===== src/rtl/pwm_modulator.sv =====
// Center-aligned complementary PWM stage fed by the PI controller.
// Captures the signed control word on each pi_ready rising edge, clamps it to
// a duty count, and loads it into the active duty register at the counter valley.
// A triangle counter compares against the duty to form the reference.
// A dead-time FSM turns that reference into a non-overlapping gate pair.
// The valley also produces a one-cycle sync pulse that triggers the ADC.
module pwm_modulator #(
  parameter int DATA_WIDTH = 16,
  parameter int CNT_WIDTH  = 12,
  parameter int PERIOD     = 2500,
  parameter int DEADTIME   = 50
) (
  input  logic                         clk,
  input  logic                         reset_n,
  input  logic signed [DATA_WIDTH-1:0] u,
  input  logic                         pi_ready,
  input  logic                         en,
  input  logic                         fault,
  output logic                         pwm_h,
  output logic                         pwm_l,
  output logic                         sync_out,
  output logic [CNT_WIDTH-1:0]         duty_active,
  output logic                         fault_latched
);

  localparam int DT_W = $clog2(DEADTIME + 1);
  localparam logic [CNT_WIDTH-1:0]      PERIOD_C = CNT_WIDTH'(PERIOD);
  localparam logic [CNT_WIDTH-1:0]      CNT_ONE  = CNT_WIDTH'(1);
  localparam logic signed [DATA_WIDTH:0] PERIOD_X = (DATA_WIDTH + 1)'(PERIOD);
  localparam logic [DT_W-1:0]           DT_LOAD  = DT_W'(DEADTIME);
  localparam logic [DT_W-1:0]           DT_ONE   = DT_W'(1);

  typedef enum logic [1:0] {S_OFF, S_DT, S_HON, S_LON} state_t;

  logic                  r_fault_s1, r_fault_s2, r_fault_latched;
  logic [CNT_WIDTH-1:0]  r_cnt;
  logic                  r_dir_up;
  logic                  r_pi_q;
  logic [CNT_WIDTH-1:0]  r_duty_pend, r_duty_act;
  logic                  r_sync;
  logic                  r_ref_q;
  state_t                r_state;
  logic [DT_W-1:0]       r_dt_cnt;
  logic                  r_pwm_h, r_pwm_l;

  logic signed [DATA_WIDTH:0] w_u_ext;
  logic [CNT_WIDTH-1:0]       w_clamp;
  logic                       w_capture;
  logic                       w_run;
  logic                       w_valley;
  logic                       w_ref;
  logic                       w_force_off;

  // One extra sign bit so that the compare against PERIOD cannot overflow
  assign w_u_ext   = $signed({u[DATA_WIDTH-1], u});
  assign w_capture = pi_ready & ~r_pi_q;
  // The counter stops on the raw synchronised fault as well, so it freezes in
  // the same cycle that the latch is being set.
  assign w_run     = en & ~r_fault_latched & ~r_fault_s2;
  assign w_valley  = (r_cnt == '0);
  // A full-period duty holds the reference high through the peak too
  assign w_ref     = (r_duty_act == PERIOD_C) || (r_cnt < r_duty_act);
  assign w_force_off = r_fault_s2 | r_fault_latched | ~en;

  // Clamp the signed control word into the range 0..PERIOD
  always_comb begin
    w_clamp = w_u_ext[CNT_WIDTH-1:0];
    if (w_u_ext[DATA_WIDTH])
      w_clamp = '0;
    else if (w_u_ext > PERIOD_X)
      w_clamp = PERIOD_C;
  end

  // Two-flop synchroniser for the asynchronous fault input
  always_ff @(posedge clk) begin
    if (!reset_n) begin
      r_fault_s1 <= 1'b0;
      r_fault_s2 <= 1'b0;
    end else begin
      r_fault_s1 <= fault;
      r_fault_s2 <= r_fault_s1;
    end
  end

  // Sticky fault; a set wins over a clear, and a clear needs en low with no fault
  always_ff @(posedge clk) begin
    if (!reset_n)
      r_fault_latched <= 1'b0;
    else if (r_fault_s2)
      r_fault_latched <= 1'b1;
    else if (!en)
      r_fault_latched <= 1'b0;
  end

  // Triangle counter 0..PERIOD..1, parked at 0 counting up while stopped
  always_ff @(posedge clk) begin
    if (!reset_n) begin
      r_cnt    <= '0;
      r_dir_up <= 1'b1;
    end else if (!w_run) begin
      r_cnt    <= '0;
      r_dir_up <= 1'b1;
    end else if (r_dir_up) begin
      if (r_cnt == PERIOD_C) begin
        r_cnt    <= PERIOD_C - CNT_ONE;
        r_dir_up <= 1'b0;
      end else begin
        r_cnt <= r_cnt + CNT_ONE;
      end
    end else begin
      if (r_cnt == '0) begin
        r_cnt    <= CNT_ONE;
        r_dir_up <= 1'b1;
      end else begin
        r_cnt <= r_cnt - CNT_ONE;
      end
    end
  end

  // Valley pulse for the ADC; only emitted while the counter is running
  always_ff @(posedge clk) begin
    if (!reset_n)
      r_sync <= 1'b0;
    else
      r_sync <= w_run & w_valley;
  end

  // pi_ready edge detect; resets high so a level held through reset is ignored
  always_ff @(posedge clk) begin
    if (!reset_n)
      r_pi_q <= 1'b1;
    else
      r_pi_q <= pi_ready;
  end

  // Double buffer: capture into pending, then move to active at the valley.
  // If both happen in one cycle, the active register takes the old pending
  // value and the new capture waits for the next valley.
  always_ff @(posedge clk) begin
    if (!reset_n) begin
      r_duty_pend <= '0;
      r_duty_act  <= '0;
    end else begin
      if (w_capture)
        r_duty_pend <= w_clamp;
      if (w_valley && en)
        r_duty_act <= r_duty_pend;
    end
  end

  // Previous reference value, used to detect a reference change during dead time
  always_ff @(posedge clk) begin
    if (!reset_n)
      r_ref_q <= 1'b0;
    else
      r_ref_q <= w_ref;
  end

  // Dead-time FSM with registered gate outputs; a fault or en low overrides everything
  always_ff @(posedge clk) begin
    if (!reset_n) begin
      r_state  <= S_OFF;
      r_dt_cnt <= '0;
      r_pwm_h  <= 1'b0;
      r_pwm_l  <= 1'b0;
    end else if (w_force_off) begin
      r_state <= S_OFF;
      r_pwm_h <= 1'b0;
      r_pwm_l <= 1'b0;
    end else begin
      case (r_state)
        S_OFF: begin
          r_state  <= S_DT;
          r_dt_cnt <= DT_LOAD;
          r_pwm_h  <= 1'b0;
          r_pwm_l  <= 1'b0;
        end
        S_DT: begin
          r_pwm_h <= 1'b0;
          r_pwm_l <= 1'b0;
          if (w_ref != r_ref_q) begin
            r_dt_cnt <= DT_LOAD;
          end else if (r_dt_cnt == DT_ONE) begin
            if (w_ref) begin
              r_state <= S_HON;
              r_pwm_h <= 1'b1;
            end else begin
              r_state <= S_LON;
              r_pwm_l <= 1'b1;
            end
          end else begin
            r_dt_cnt <= r_dt_cnt - DT_ONE;
          end
        end
        S_HON: begin
          if (!w_ref) begin
            r_state  <= S_DT;
            r_dt_cnt <= DT_LOAD;
            r_pwm_h  <= 1'b0;
          end else begin
            r_pwm_h <= 1'b1;
          end
          r_pwm_l <= 1'b0;
        end
        S_LON: begin
          if (w_ref) begin
            r_state  <= S_DT;
            r_dt_cnt <= DT_LOAD;
            r_pwm_l  <= 1'b0;
          end else begin
            r_pwm_l <= 1'b1;
          end
          r_pwm_h <= 1'b0;
        end
        default: begin
          r_state <= S_OFF;
          r_pwm_h <= 1'b0;
          r_pwm_l <= 1'b0;
        end
      endcase
    end
  end

  assign pwm_h         = r_pwm_h;
  assign pwm_l         = r_pwm_l;
  assign sync_out      = r_sync;
  assign duty_active   = r_duty_act;
  assign fault_latched = r_fault_latched;

endmodule

===== config.mk =====
export PLATFORM = sky130hd
export DESIGN_NAME = pwm_modulator
export DESIGN_NICKNAME = d
export VERILOG_FILES = /design/src/rtl/pwm_modulator.sv
export SDC_FILE = /design/constraint.sdc
export NUM_CORES = 1
export LEC_CHECK = 0
export ABC_AREA = 1
export CAP_MARGIN = 25
export CORE_AREA = 2 2 78 80
export CTS_CLUSTER_SIZE = 28
export DETAILED_ROUTE_END_ITERATION = 10
export DIE_AREA = 0 0 80 82
export PLACE_DENSITY = 0.77
export SYNTH_ARGS = -nofsm -noshare
export SYNTH_HDL_FRONTEND = slang
export SYNTH_SLANG_ARGS = --single-unit

===== constraint.sdc =====
create_clock -name clk -period 3.3 [get_ports clk]
set_input_delay 0.66 -clock clk [delete_from_list [all_inputs] [get_ports clk]]
set_output_delay 0.66 -clock clk [all_outputs]
set_load 0.1 [all_outputs]

# Yosys cells after proc, flatten, opt, wreduce, memory -nomap -nowiden
# Index checks and enable logic that the tools add are counted.
# totals
register_bits	53
output_inout_bits	16
elab_cells	83
in_bits	21
# classes
bitwise	12
n_addsub	3
mux	29
magnitude_cmp	2
n_eq_ne	13
n_reduce_logical	10
# ops
operator	count
12-bit two-way mux	5
12-bit equality test (second input constant)	2
6-bit two-way mux	4
6-bit one-hot mux with 4 select lines	1
16-bit by 13-bit greater-than comparator with 1-bit output (second input constant)	1
12-bit by 1-bit adder with 12-bit output (second input constant)	1
12-bit zero test	1
12-bit < comparator	1
1-bit two-way mux	12
12-bit by 1-bit subtractor with 12-bit output (second input constant)	1
2-bit two-way mux	4
2-bit inequality test (second input constant)	4
2-bit one-hot mux with 4 select lines	1
4-bit AND reduction	2
6-bit by 1-bit equality test with 1-bit output (second input constant)	1
1-bit NOT	6
1-bit one-hot mux with 3 select lines	2
2-bit OR reduction	3
6-bit by 1-bit subtractor with 6-bit output (second input constant)	1
1-bit AND	4
2-bit equality test (second input constant)	2
3-bit inequality test (second input constant)	1
2-bit by 1-bit equality test with 1-bit output (second input constant)	1
2-bit zero test	1
6 further kinds	7

# Logic depth before layout (Yosys ltp)
# Gate-level depths: netlist of the first run.
# logic_depth
word_depth	6
depth_mapped	16

# Worst setup path after synthesis of the first run
# No wires, ideal clock.
# synth_timing
kind	flip-flop to flip-flop
startpoint	reg r_duty_act[11], in the netlist duty_active[11]
endpoint	reg r_dt_cnt[1]
path_stages_with_launch	16
slack_ns	0.705
setup_time_ns	0.115
t_arrival_ns	2.481
required_ns	3.185
path_cell_list	dfxtp_1 inv_1 ha_1 nand2_2 inv_1 nand2_1 nand2_1 a21oi_1 nand2_4 nand2_4 nand2_4 nand2_4 nor2_4 buf_6 a21oi_1 nor2_1
# synth_between
elab_chain_cells	5
elab_cells_between_ends	10
classes_between	order compare: 1; eq/ne: 5; mux: 2; reduce/logical: 2
# synth_rtl
element	line	text
start: declaration	39	logic [CNT_WIDTH-1:0] r_duty_pend, r_duty_act;
start signal: assignment	147	r_duty_act <= r_duty_pend;
12-bit < comparator or 12-bit equality test (tied branches)	62	assign w_ref = (r_duty_act == PERIOD_C) || (r_cnt < r_duty_act);
1-bit logical OR (*)	62	
1-bit inequality test	181	if (w_ref != r_ref_q) begin
3-bit inequality test (no line) or 6-bit two-way mux (tied branches)	--	
4-bit AND reduction (no line) or 6-bit one-hot mux with 4 select lines (tied branches)	--	
end signal: assignment	192	r_dt_cnt <= r_dt_cnt - DT_ONE;
end: declaration	43	logic [DT_W-1:0] r_dt_cnt;
# Every way passes the cells marked *; elsewhere a longest branch is shown, timed or not.
# A chain may end at the register's enable or synchronous reset.

# Worst setup path after layout of the first run
# layout_timing
startpoint	reg r_cnt[7]
endpoint	reg r_pwm_h, in the netlist pwm_h
# layout_between
elab_chain_cells	6
elab_cells_between_ends	7
classes_between	order compare: 1; eq/ne: 1; mux: 4; reduce/logical: 1
# layout_rtl
element	line	text
start: declaration	36	logic [CNT_WIDTH-1:0] r_cnt;
start signal: assignment	105	r_cnt <= PERIOD_C - CNT_ONE;
start signal: assignment	108	r_cnt <= r_cnt + CNT_ONE;
start signal: assignment	115	r_cnt <= r_cnt - CNT_ONE;
12-bit < comparator (*)	62	
1-bit logical OR (*)	62	
1-bit two-way mux	184, 196	
1-bit two-way mux	183	end else if (r_dt_cnt == DT_ONE) begin
1-bit two-way mux	181	
1-bit one-hot mux with 3 select lines (*)	171	case (r_state)
end signal: assignment	175	r_pwm_h <= 1'b0;
end signal: assignment	186	r_pwm_h <= 1'b1;
end signal: assignment	199	r_pwm_h <= 1'b0;
end: declaration	44	logic r_pwm_h, r_pwm_l;
# Marks and branches as above.

==> results.md, run 1 <==
Floorplan:
- The initial core utilization is 53.0%.
- 37 I/O pins were placed.
- The area of the core region is 5750 um^2.
- The die extent in x is 80 um.
- After floorplanning, the core was divided into 28 placement rows.
- The die covers 6560 um^2.
- The die is between 80 and 90 um tall.

Logic synthesis:
- Synthesis instantiated 35 different standard cells from the library.
- The number of synthesized flops with an enable pin is 0.
- The post-synth net total is around 470.
- For this run, the register share of the synthesized area comes to approximately a third.
- In the synthesized netlist the dominant register cell turns out to be sky130_fd_sc_hd__dfxtp_1.
- After synthesis the netlist holds a flip-flop and latch count of 53.
- The cell count after synthesis is ~440.
- The area of the mapped netlist is roughly 3000 um^2.
- Counting flops with an async set or reset pin after synthesis yields a share of 0%.
- During synthesis, Yosys emitted a total of 0 warnings.
- Each instance of the synthesized netlist takes up on average 7.01 um^2.

Detailed routing:
- Before antenna repair, the detailed router went through 4 iterations.
- The first routing iteration left 85 violations.
- Dividing the detail-routed wire length by the instance count gives 11.6 um.
- Once detail routing completed, the nets flagged for antenna violations numbered 0.
- The final layout contains routed wiring with a total length of 6.31 mm.
- After detailed routing, the number of vias per cell comes to 5.09.
- The via count of the routed design is about 2800.
- The remaining design rule violation count is 0.

Global route:
- The number of antenna violations at the first check in global routing is 0.
- The met1 track demand over resource is 25.5%.
- For this run, the total global-route usage over all layers was measured as 20.7%.
- For met3 alone, demand over resource in global routing was 4.07%.
- Entering global routing, the biggest net connects 25 pins.
- The via count of the first global-routing pass came to approximately 2500.
- The met2 usage in global routing is 36.1%.
- The global routing stage identified its most utilized layer as met2.
- The aggregate global routing overflow is 0.
- The wire length of the first global-routing pass is between 10 and 15 mm.

STA:
- Setup repair after global routing left no endpoint under its margin.
- Measured against its own limit, the worst slew margin works out to 69.2%.
- The number of max-slew violations in the final report came to 0.
- The hold violation total from the final report is 0.
- The worst path uses 67.1% of the clock period.
- For the final database, setup skew stands at approximately 0.010 ns.
- Summed over all failing endpoints, the final setup total negative slack is 0 ns.
- Setup violations remaining at the end of the flow were counted as 0.
- The clock period could shrink to 2.21 ns.
- Based on the critical path, the design can be clocked at up to approximately 450 MHz.
- The final critical-path setup slack is ~1.1 ns.
- For the pin with the worst max-slew slack, the measured transition is 0.459 ns.

Layout:
- The number of antenna diodes in the final layout is 0.
- Of the cells placed in the final design, the portion with a size suffix greater than 1 is roughly 11%.
- At the end of the flow the core is filled with cells to 61.0%.
- Compared with the post-synthesis result, the final layout area differs by 15.0%.
- The post-layout net count is 504.
- The library cells used most frequently in the layout, excluding fill and tap cells, are sky130_fd_sc_hd__nand2_1, sky130_fd_sc_hd__dfxtp_1, sky130_fd_sc_hd__inv_1.
- Leaving out fill and tap cells, the most frequent cell in the layout is sky130_fd_sc_hd__nand2_1.
- The finished cells cover roughly 3500 um^2.
- Excluding fillers, the count of instances in the completed layout stands at 542.

Placement:
- The placed cell count is 535.
- The placed wire-length estimate is 4.97 mm.
- Summing all placed instances gives a cell area of 3400 um^2.
- In this run the tool buffered the top-level ports with 36 buffer cells.
- The routability congestion estimate is 0.861.
- Before CTS, the worst setup slack after placement is 0.780 ns.

CTS:
- The count of buffers added by post-CTS timing repair for setup is 0.
- Clock-pin slew was measured on the worst setup and hold paths at roughly 0.09 ns.
- The clock reaches the later pin of the worst-skew pair after 0.31 ns.
- TritonCTS created 5 clock buffers.
- For this design, the sink count on the clock tree is 53.
- The TritonCTS clock tree is done.
- The H-tree level count is 2.
- Counting along the longest clock path gives a buffer depth of 2.
- The post-cts resize count is 0.
- The number of buffers added to fix hold violations after cts is 0.
- CTS placed an instance of sky130_fd_sc_hd__clkbuf_8 at the clock tree root.

Hold path:
- The min-delay analysis places its worst path in the category flip-flop to flip-flop.

Power:
- Dividing total power by cell area gives a power density of approximately 400 nW/um^2.
- The maximum vdd drop is ~240 uV.
- The static leakage is 1.54 nW.

Flow run:
- Across the run, the number of max-cap violations was 0.

Critical path:
- The delay of the slowest cell on the worst path is about 0.54 ns.
- The internal reg-to-reg setup slack is 1.09 ns.
- The worst setup path is captured at a flip-flop.
- Together, buffers and inverters on the worst path number 0.
- Data on the critical path is required at its endpoint by 3.55 ns.
- The family of cells with the greatest summed delay on the critical path is simple AND/OR/NAND/NOR gates.
- In this run the worst path has a maximum fanout of 13.
- On the critical path, the stage with the largest delay is an instance of sky130_fd_sc_hd__dfxtp_1.
- The cell that appears most often on the critical path is sky130_fd_sc_hd__a21oi_1.
- The critical path goes through ha_1 -> a21oi_1 -> nand2_1 -> a21oi_1 -> nand2_4 -> nand3_2 -> nand4_4 -> o21ai_1 -> and2_1.
- The data arrival time of the worst path is 2.46 ns.
- STA classifies the critical path startpoint as a flip-flop.
- The category of the critical setup timing path is flip-flop to flip-flop.

Status:
- The flow ran to the end, and the final reports show no timing, DRC or antenna violations.
## stage by stage
step	total power, mW	hold slack, ns
floorplan	0.937	0.390
global placement	1.01	0.404
detailed placement	1.01	0.410
CTS	1.44	0.431
global route	1.49	0.443
finish	1.42	0.426
## cell usage after synthesis, types with 4 or more instances
cell type	n	area, um^2
sky130_fd_sc_hd__nand2_1	89	334
sky130_fd_sc_hd__dfxtp_1	53	1060
sky130_fd_sc_hd__inv_1	52	195
sky130_fd_sc_hd__a21oi_1	50	250
sky130_fd_sc_hd__nor2_1	44	165
sky130_fd_sc_hd__nand3_1	22	110
sky130_fd_sc_hd__o21ai_0	21	105
sky130_fd_sc_hd__ha_1	16	200
sky130_fd_sc_hd__nand4_1	13	81.3
sky130_fd_sc_hd__xor2_1	10	87.6
sky130_fd_sc_hd__inv_2	7	26.3
sky130_fd_sc_hd__o21ai_1	7	35.0
sky130_fd_sc_hd__clkbuf_1	5	18.8
sky130_fd_sc_hd__nand2_4	5	56.3
sky130_fd_sc_hd__buf_2	4	20.0
sky130_fd_sc_hd__nor3_1	4	20.0
sky130_fd_sc_hd__nor3_2	4	40.0
## where the power goes
part	internal [mW]	switching, mW
registers	0.666	0.0197
clock network	0.221	0.206
logic	0.0940	0.218
total	0.981	0.443
## sequential cells by signal (all words and copies together), names as in the netlist
signal and flops:
pwm_h 1, r_duty_pend 12, r_fault_s2 1, r_ref_q 1, fault_latched 1, r_fault_s1 1
r_dt_cnt 6, r_dir_up 1, sync_out 1, pwm_l 1, r_state 2, r_cnt 12
duty_active 12, r_pi_q 1
## layout make-up
| class | instances | area, um^2 |
|---|---|---|
| Sequential cell | 53 | 1060 |
| Fill cell | 550 | 2240 |
| Timing Repair Buffer | 37 | 328 |
| Tap cell | 75 | 93.8 |
| Multi-Input combinational cell | 309 | 1690 |
| Clock inverter | 2 | 35.0 |
| Clock buffer | 5 | 68.8 |
| Inverter | 61 | 229 |
## path summary, 6_finish.rpt
check                                 from    endpoint  cells past startpoint
worst min-delay path            r_fault_s1  r_fault_s2                      2
worst max-delay path              r_cnt[7]       pwm_h                      9
worst min register to register  r_fault_s1  r_fault_s2                      2
worst max register to register    r_cnt[7]       pwm_h                      9
## logic make-up after synthesis
kind of cell / Yosys count / synth area share (%)
AOI/OAI and AO/OA: 84 / 14.2
adders and majority gates: 16 / 6.57
xor gates and xnor gates: 12 / 3.45
and+or+nand+nor: 197 / 31.2
DFF: 53 / 34.8
buffers and inverters: 73 / 9.77
## metal layers
metal / wire [um] / share of wire [%]
met3: 262 / 4.2
met2: 3090 / 49
met5: 0 / 0
met1: 2880 / 46
met4: 72 / 1.1
## worst min-delay path: cells and delay by family, from the launching register on
kind          cells  cell delay [ns]
buf+inv           1             0.03
flops             1             0.31
simple gates      1             0.05
Note: power is estimated with default switching activity, not from simulation.
==> run 2: changes to the inputs <==
--- a/config.mk
+++ b/config.mk
@@ -7,11 +7,11 @@
 export LEC_CHECK = 0
 export ABC_AREA = 1
 export CAP_MARGIN = 25
-export CORE_AREA = 2 2 78 80
+export CORE_AREA = 2 2 82 84
 export CTS_CLUSTER_SIZE = 28
 export DETAILED_ROUTE_END_ITERATION = 10
-export DIE_AREA = 0 0 80 82
-export PLACE_DENSITY = 0.77
+export DIE_AREA = 0 0 84 86
+export PLACE_DENSITY = 0.73
 export SYNTH_ARGS = -nofsm -noshare
 export SYNTH_HDL_FRONTEND = slang
 export SYNTH_SLANG_ARGS = --single-unit
==> constraint.sdc (replaced) <==
create_clock -name clk -period 2 [get_ports clk]
set_input_delay 0.4 -clock clk [delete_from_list [all_inputs] [get_ports clk]]
set_output_delay 0.4 -clock clk [all_outputs]
set_load 0.1 [all_outputs]
==> run 2 against run 1 <==
Register-to-register slack lost 1.0 ns. Design area rose by 11%. Non-clock buffer count rose by 26. Global-route usage fell by 1.4 points. Largest power group unchanged. Sequential cell count unchanged. Fmax grew 14%. Hold slack got worse by 0.0021 ns. Combinational power increased by 88%. Total power grew 63%. Core utilization rose by 0.79 points. Largest cell class unchanged. Wire length is 12% higher. Sequential share of layout area shrank 1.7 points.
==> results.md, run 2 (synthesis results as in run 1) <==
STA:
- The hold violation total from the final report is 0 (unchanged).
- The final critical-path share of the clock period is 97.3% (was 67.1%).
- The shortest clock period the worst path allows after layout is 1.95 ns (was 2.21 ns).
- The timing-limited maximum frequency is 514 MHz (was 452 MHz).
- The worst clock skew is 0.00635 ns (was 0.0104 ns).
- The final critical-path setup slack is 0.0543 ns (was 1.09 ns).
- The transition time of the tightest slew-check pin is 0.394 ns (was 0.459 ns).
- Setup repair after global routing missed its margin: true (was false).
- The final-report setup violation count was 0 (unchanged).
- The number of max-slew violations in the final report is 0 (unchanged).
- The max-slew headroom at the worst pin is 73.6% (was 69.2%).

Layout:
- The area of the multi-input gates is 1830 um^2 (was 1690 um^2).
- The area overhead of the layout relative to synthesis is 27.3% (was 15.0%).
- Leading cell types in the layout, fill and taps excluded: sky130_fd_sc_hd__nand2_1, sky130_fd_sc_hd__a21oi_1, sky130_fd_sc_hd__inv_1 (was sky130_fd_sc_hd__nand2_1, sky130_fd_sc_hd__dfxtp_1, sky130_fd_sc_hd__inv_1).
- The final core utilization is 61.8% (was 61.0%).
- The most common cell after layout, fill and taps aside is sky130_fd_sc_hd__nand2_1 (unchanged).
- The post-layout net count is 532 (was 504).
- The footprint of the flip-flops and latches is 1110 um^2 (was 1060 um^2).
- The share of post-route cells with drive strength above 1 is 22.8% (was 11.1%).
- The number of filler cells placed in the layout is 591 (was 550).
- The number of diodes added for antenna fixing is 0 (unchanged).

Global route:
- The global router's overall resource usage is 19.3% (was 20.7%).
- The maximum number of pins on one net before global-route repair came to 25 (unchanged).
- The number of antenna violations at the first check in global routing came to 0 (unchanged).
- The via count of the first global-routing pass is 2673 (was 2465).
- The wire length of the first global-routing pass came to 11.5 mm (was 10.8 mm).
- The aggregate global routing overflow is 0 (unchanged).

CTS:
- The clock net sink count was 53 (unchanged).
- The number of buffers added to fix hold violations after cts was 0 (unchanged).
- The TritonCTS clock tree is done (unchanged).
- The latest clock arrival within the worst-skew pair is 0.30 ns (was 0.31 ns).
- The root buffer cell is sky130_fd_sc_hd__clkbuf_8 (unchanged).
- The total CTS buffers came to 5 (unchanged).
- The maximum number of buffers from clock root to sink is 2 (unchanged).
- The clock transition at the registers of the reported paths was 0.10 ns (was 0.09 ns).
- The H-tree level count is 2 (unchanged).

Detailed routing:
- The routed wire length per instance came to 12.3 um (was 11.6 um).
- The remaining design rule violation count came to 0 (unchanged).
- The remaining antenna violation count after routing is 0 (unchanged).
- The routed wire length is 7.05 mm (was 6.31 mm).
- The via count of the routed design is 2928 (was 2757).
- The starting DRC count in detailed routing is 95 (was 85).
- The length of the first detailed-routing pass in iterations is 4 (unchanged).
- The average vias per placed instance was 5.11 (was 5.09).

Critical path:
- The cell repeated most along the worst path is sky130_fd_sc_hd__nand2_4 (was sky130_fd_sc_hd__a21oi_1).
- List of cells traversed by the critical path: inv_4 -> ha_4 -> nand2_4 -> nor2_4 -> nand2_2 -> nor2_2 -> nand2_2 -> nand2_4 -> nand2_4 -> nand2_4 -> nand4_4 -> nand2_2 -> nand2_1 -> nand2_1 -> nor2_1 (was ha_1 -> a21oi_1 -> nand2_1 -> a21oi_1 -> nand2_4 -> nand3_2 -> nand4_4 -> o21ai_1 -> and2_1).
- The launching element type of the critical path is a flip-flop (unchanged).
- The worst reg-to-reg path cell count is 15 (was 9).
- The data arrival time of the worst path is 2.15 ns (was 2.46 ns).
- The master of the slowest instance on the critical path is sky130_fd_sc_hd__dfxtp_4 (was sky130_fd_sc_hd__dfxtp_1).
- The delay of the slowest cell on the worst path was 0.37 ns (was 0.54 ns).
- The worst-path maximum fanout came to 7 (was 13).
- The endpoint type of the worst setup path is a flip-flop (unchanged).
- The origin of the critical flop-to-flop path is duty_active[11] (was r_cnt[7]).
- The category of the critical setup timing path is flip-flop to flip-flop (unchanged).
- The end of the worst register-to-register path is r_dt_cnt[0] (was pwm_h).
- The internal reg-to-reg setup slack is 0.05 ns (was 1.09 ns).
- The worst endpoint required time is 2.21 ns (was 3.55 ns).

Placement:
- The worst slack at placement is -0.0268 ns (was 0.780 ns).
- The count of input and output buffers is 36 (unchanged).
- The routability congestion estimate is 0.888 (was 0.861).
- The placed wire-length estimate is 5.37 mm (was 4.97 mm).

Power:
- The areal power density over the cells is 597 nW/um^2 (was 406 nW/um^2).
- The maximum vdd drop was 318 uV (was 240 uV).
- The static leakage is 1.70 nW (was 1.54 nW).

Floorplan:
- The die span in y came to 86 um (was 82 um).
- The die extent in x was 84 um (was 80 um).
- The initial core utilization is 48.6% (was 53.0%).
- The area of the core region came to 6280 um^2 (was 5750 um^2).
- The number of rows in the core area is 29 (was 28).
- The I/O pin total is 37 (unchanged).
- The die footprint was 7220 um^2 (was 6560 um^2).

Hold path:
- The number of instances on the worst hold path came to 2 (unchanged).
- The worst hold path class is flip-flop to flip-flop (unchanged).
- The start point of the worst min-delay path is r_fault_s1 (unchanged).
- The hold path endpoint is r_fault_s2 (unchanged).

Status:
- Result of the run: finished clean (unchanged).

Flow run:
- The max capacitance violation total was 0 (unchanged).
## run 2: cell types whose count changed in the layout (fill, tap and decap cells not counted), moves of 3 or more
cell | previous run | this run
sky130_fd_sc_hd__buf_4 | 17 | 43
sky130_fd_sc_hd__dfxtp_4 | 0 | 12
sky130_fd_sc_hd__inv_4 | 0 | 3
sky130_fd_sc_hd__inv_2 | 7 | 10
sky130_fd_sc_hd__nand2_2 | 2 | 6
sky130_fd_sc_hd__inv_1 | 52 | 46
sky130_fd_sc_hd__ha_1 | 16 | 10
sky130_fd_sc_hd__ha_4 | 0 | 6
sky130_fd_sc_hd__nand2_1 | 89 | 83
sky130_fd_sc_hd__dfxtp_1 | 53 | 40
## run 2: worst max-delay path by stage
stage / from / to / slack, ns / cells after the start
global route: duty_active[11] / r_dt_cnt[0] / -0.05 / 16
global placement: u[11] / r_duty_pend[10] / -0.001 / 7
floorplan: duty_active[9] / r_dt_cnt[2] / 0.0001 / 16
CTS: duty_active[8] / pwm_h / 0.02 / 13
detailed placement: u[12] / r_duty_pend[3] / -0.03 / 8
finish: duty_active[11] / r_dt_cnt[0] / 0.05 / 15
## run 2: what timing repair did
action | in CTS | in global routing
buffers inserted | 0 | 7
endpoints found under the setup margin | 2 | 17
endpoints found under the hold margin | 0 | 0
gates resized for setup | 1 | 18
gates cloned | 1 | 1
pin swaps | 1 | 12
## run 2: per-layer routing
metal | share of wire (%) | vias to the layer above | global-route usage [%] | wire, um
met5 | 0 | - | 0 | 0
met4 | 1.7 | 0 | 7.18 | 123
met3 | 3.8 | 13 | 2.89 | 269
met2 | 49 | 68 | 34.1 | 3440
met1 | 46 | 1298 | 24.0 | 3220
li1 | - | 1549 | - | -
## run 2: area by class of cell
cell class,instances,share of cell area (%)
well taps,77,2.48
clock inverters,2,0.355
flip-flops and latches,53,28.5
inverters,61,6.10
clock buffers,6,1.87
repair buffers,63,13.5
multi-input cells,311,47.2
## run 2: worst max-delay path, delay by kind of cell, from the launching register on
kind / cells / cell delay [ns]
fa+ha+maj: 1 / 0.26
flops: 1 / 0.37
simple gates: 13 / 1.17
buf+inv: 1 / 0.04
## run 2: stage by stage
stage	TNS (ns)	area [um^2]	total power, mW	cells	hold WS, ns
after floorplan	0	3120	1.55	435	0.390
after global placement	-0.00129	3620	1.69	556	0.399
after detailed placement	-0.156	3620	1.69	556	0.406
after CTS	0	3720	2.29	565	0.429
after global routing	-0.237	3880	2.44	573	0.470
final	0	3880	2.31	573	0.424
## run 2: where the power goes
group | leakage, nW | internal (mW) | switching [mW]
Sequential | 0.442 | 1.10 | 0.0345
Combinational | 1.21 | 0.195 | 0.393
Clock | 0.0456 | 0.250 | 0.346
Total | 1.70 | 1.54 | 0.774
==> run 3: changes to the inputs <==
--- a/config.mk
+++ b/config.mk
@@ -12,6 +12,8 @@
 export DETAILED_ROUTE_END_ITERATION = 10
 export DIE_AREA = 0 0 84 86
 export PLACE_DENSITY = 0.73
+export REMOVE_ABC_BUFFERS = 1
+export SKIP_LAST_GASP = 1
 export SYNTH_ARGS = -nofsm -noshare
 export SYNTH_HDL_FRONTEND = slang
 export SYNTH_SLANG_ARGS = --single-unit
==> run 3 against run 2 <==
Count of clock-buffer cells in the layout unchanged. Design area rose by 3.0%. Critical endpoint unchanged. Critical path depth did not move. Clock skew is 0.0053 ns higher. Largest cell class unchanged. Sequential power is essentially flat. Register-to-register slack about the same. Highest routed layer unchanged.
==> results.md, run 3 (synthesis results as in run 1) <==
Detailed routing:
- The remaining design rule violation count is 0 (unchanged).
- The routed wire length per instance is 12.3 um (about the same).
- The average vias per placed instance is 5.11 (about the same).
- The remaining antenna violation count after routing came to 0 (unchanged).
- The routed wire length is 7.20 mm (was 7.05 mm).
- The length of the first detailed-routing pass in iterations is 5 (was 4).
- The via count of the routed design was 2985 (was 2928).
- The starting DRC count in detailed routing was 115 (was 95).

Power:
- The static leakage is 1.73 nW (was 1.70 nW).
- The maximum vdd drop came to 381 uV (was 318 uV).
- The power after layout was 2.38 mW (was 2.31 mW).
- The areal power density over the cells is 595 nW/um^2 (was 597 nW/um^2).

Global route:
- The met3 global-route usage came to 2.50% (was 2.89%).
- The via count of the first global-routing pass came to 2736 (was 2673).
- The global router's overall resource usage is 19.7% (was 19.3%).
- The aggregate global routing overflow is 0 (unchanged).
- The number of antenna violations at the first check in global routing is 0 (unchanged).
- The met2 usage in global routing is 35.0% (was 34.1%).
- The most crowded layer after global routing is met2 (unchanged).
- The wire length of the first global-routing pass was 11.8 mm (was 11.5 mm).
- The maximum number of pins on one net before global-route repair was 25 (unchanged).
- The met1 track demand over resource is 25.0% (was 24.0%).

Hold path:
- The start point of the worst min-delay path is r_fault_s1 (unchanged).
- The worst hold path class is flip-flop to flip-flop (unchanged).
- The hold path endpoint is r_fault_s2 (unchanged).
- The number of instances on the worst hold path is 2 (unchanged).

Critical path:
- The data arrival time of the worst path came to 2.16 ns (was 2.15 ns).
- The category of the critical setup timing path is flip-flop to flip-flop (unchanged).
- The worst-path maximum fanout was 6 (was 7).
- The internal reg-to-reg setup slack is 0.05 ns (about the same).
- The worst endpoint required time came to 2.21 ns (about the same).
- The origin of the critical flop-to-flop path is duty_active[9] (was duty_active[11]).
- The worst reg-to-reg path cell count came to 15 (unchanged).
- The launching element type of the critical path is a flip-flop (unchanged).
- The end of the worst register-to-register path is r_dt_cnt[0] (unchanged).
- The endpoint type of the worst setup path is a flip-flop (unchanged).

Floorplan:
- The number of rows in the core area was 29 (unchanged).
- The die span in y came to 86 um (unchanged).
- The initial core utilization is 48.6% (unchanged).
- The area of the core region was 6280 um^2 (unchanged).
- The I/O pin total came to 37 (unchanged).
- The die footprint came to 7220 um^2 (unchanged).
- The die extent in x is 84 um (unchanged).

CTS:
- The total CTS buffers is 5 (unchanged).
- The clock transition at the registers of the reported paths is 0.10 ns (about the same).
- The clock net sink count came to 53 (unchanged).
- The maximum number of buffers from clock root to sink is 2 (unchanged).
- The H-tree level count came to 2 (unchanged).
- The root buffer cell is sky130_fd_sc_hd__clkbuf_8 (unchanged).
- The latest clock arrival within the worst-skew pair was 0.30 ns (about the same).
- The TritonCTS clock tree is done (unchanged).

STA:
- The final-report setup violation count is 0 (unchanged).
- The final critical-path setup slack came to 0.0508 ns (was 0.0543 ns).
- The setup TNS after final layout is 0 ns (unchanged).
- The shortest clock period the worst path allows after layout is 1.95 ns (about the same).
- Setup repair after global routing missed its margin: true (unchanged).
- The max-slew headroom at the worst pin came to 71.4% (was 73.6%).
- The timing-limited maximum frequency is 513 MHz (was 514 MHz).
- The hold violation total from the final report is 0 (unchanged).
- The transition time of the tightest slew-check pin is 0.428 ns (was 0.394 ns).
- The final critical-path share of the clock period is 97.5% (was 97.3%).
- The number of max-slew violations in the final report is 0 (unchanged).
- The worst clock skew is 0.0117 ns (was 0.00635 ns).

Placement:
- The placed cell count came to 561 (was 556).
- The worst slack at placement came to -0.0499 ns (was -0.0268 ns).
- The placed wire-length estimate was 5.29 mm (was 5.37 mm).
- The count of input and output buffers is 36 (unchanged).
- The routability congestion estimate is 0.851 (was 0.888).

Layout:
- Leading cell types in the layout, fill and taps excluded: sky130_fd_sc_hd__nand2_1, sky130_fd_sc_hd__buf_4, sky130_fd_sc_hd__a21oi_1 (was sky130_fd_sc_hd__nand2_1, sky130_fd_sc_hd__a21oi_1, sky130_fd_sc_hd__inv_1).
- The number of filler cells placed in the layout is 562 (was 591).
- The number of diodes added for antenna fixing is 0 (unchanged).
- The area overhead of the layout relative to synthesis is 31.0% (was 27.3%).
- The most common cell after layout, fill and taps aside was sky130_fd_sc_hd__nand2_1 (unchanged).
- The final core utilization is 63.6% (was 61.8%).
- The share of post-route cells with drive strength above 1 is 24.7% (was 22.8%).
- The final cell count without fillers came to 584 (was 573).
- The post-layout net count is 543 (was 532).

Status:
- Result of the run: finished clean (unchanged).

Flow run:
- The max capacitance violation total came to 0 (unchanged).
run 3: worst max-delay path by stage:
stage / end / startpoint / depth (start not counted)
after global placement: r_duty_pend[10] / u[12] / 8
final: r_dt_cnt[0] / duty_active[9] / 15
after global routing: r_dt_cnt[0] / duty_active[9] / 15
after CTS: r_dt_cnt[0] / duty_active[11] / 16
after floorplan: r_dt_cnt[0] / duty_active[11] / 14
after detailed placement: r_dt_cnt[0] / duty_active[5] / 14
run 3: worst max-delay path, stage by stage, from the launching register on:
cell and delay, ns:
sky130_fd_sc_hd__dfxtp_2 0.35, sky130_fd_sc_hd__inv_2 0.06, sky130_fd_sc_hd__ha_4 0.27, sky130_fd_sc_hd__nand2_4 0.05
sky130_fd_sc_hd__nor2_4 0.11, sky130_fd_sc_hd__nand2_2 0.05, sky130_fd_sc_hd__nor2_2 0.11, sky130_fd_sc_hd__nand2_2 0.07
sky130_fd_sc_hd__nand2_4 0.14, sky130_fd_sc_hd__nand2_8 0.08, sky130_fd_sc_hd__nand2_4 0.08, sky130_fd_sc_hd__nand2_4 0.06
sky130_fd_sc_hd__nor2_4 0.19, sky130_fd_sc_hd__nand2_2 0.08, sky130_fd_sc_hd__nor2_1 0.09, sky130_fd_sc_hd__nor2_1 0.05
run 3: routing by layer:
metal | share of wire (%) | up-vias
met2 | 49 | 67
met1 | 46 | 1345
met4 | 1.4 | 0
met3 | 3.6 | 9
met5 | 0 | -
li1 | - | 1564
run 3: repair_timing:
action	in CTS	in global routing
resized for setup	1	43
cloned	2	0
endpoints found under the setup margin	8	17
buffers inserted	1	12
pin swaps	2	17
hold buffers	0	0
endpoints found under the hold margin	0	0
run 3: area by class of cell:
class / instances / area [um^2] / share of cell area [%]
Timing Repair Buffer: 74 / 606 / 15.2
Sequential cell: 53 / 1080 / 27.0
Clock buffer: 6 / 72.6 / 1.82
Inverter: 61 / 231 / 5.80
Tap cell: 77 / 96.3 / 2.41
Clock inverter: 2 / 15.0 / 0.376
Multi-Input combinational cell: 311 / 1900 / 47.5
run 3: stage by stage:
step,area (um^2),hold slack (ns)
after floorplan,2980,0.390
after global placement,3580,0.398
after detailed placement,3580,0.403
after CTS,3700,0.426
after global routing,3990,0.484
final,3990,0.427
run 3: power by group:
group / switching (mW) / internal, mW / total, mW
Combinational: 0.416 / 0.224 / 0.640
Clock: 0.355 / 0.248 / 0.603
Sequential: 0.0337 / 1.10 / 1.14
Total: 0.805 / 1.57 / 2.38
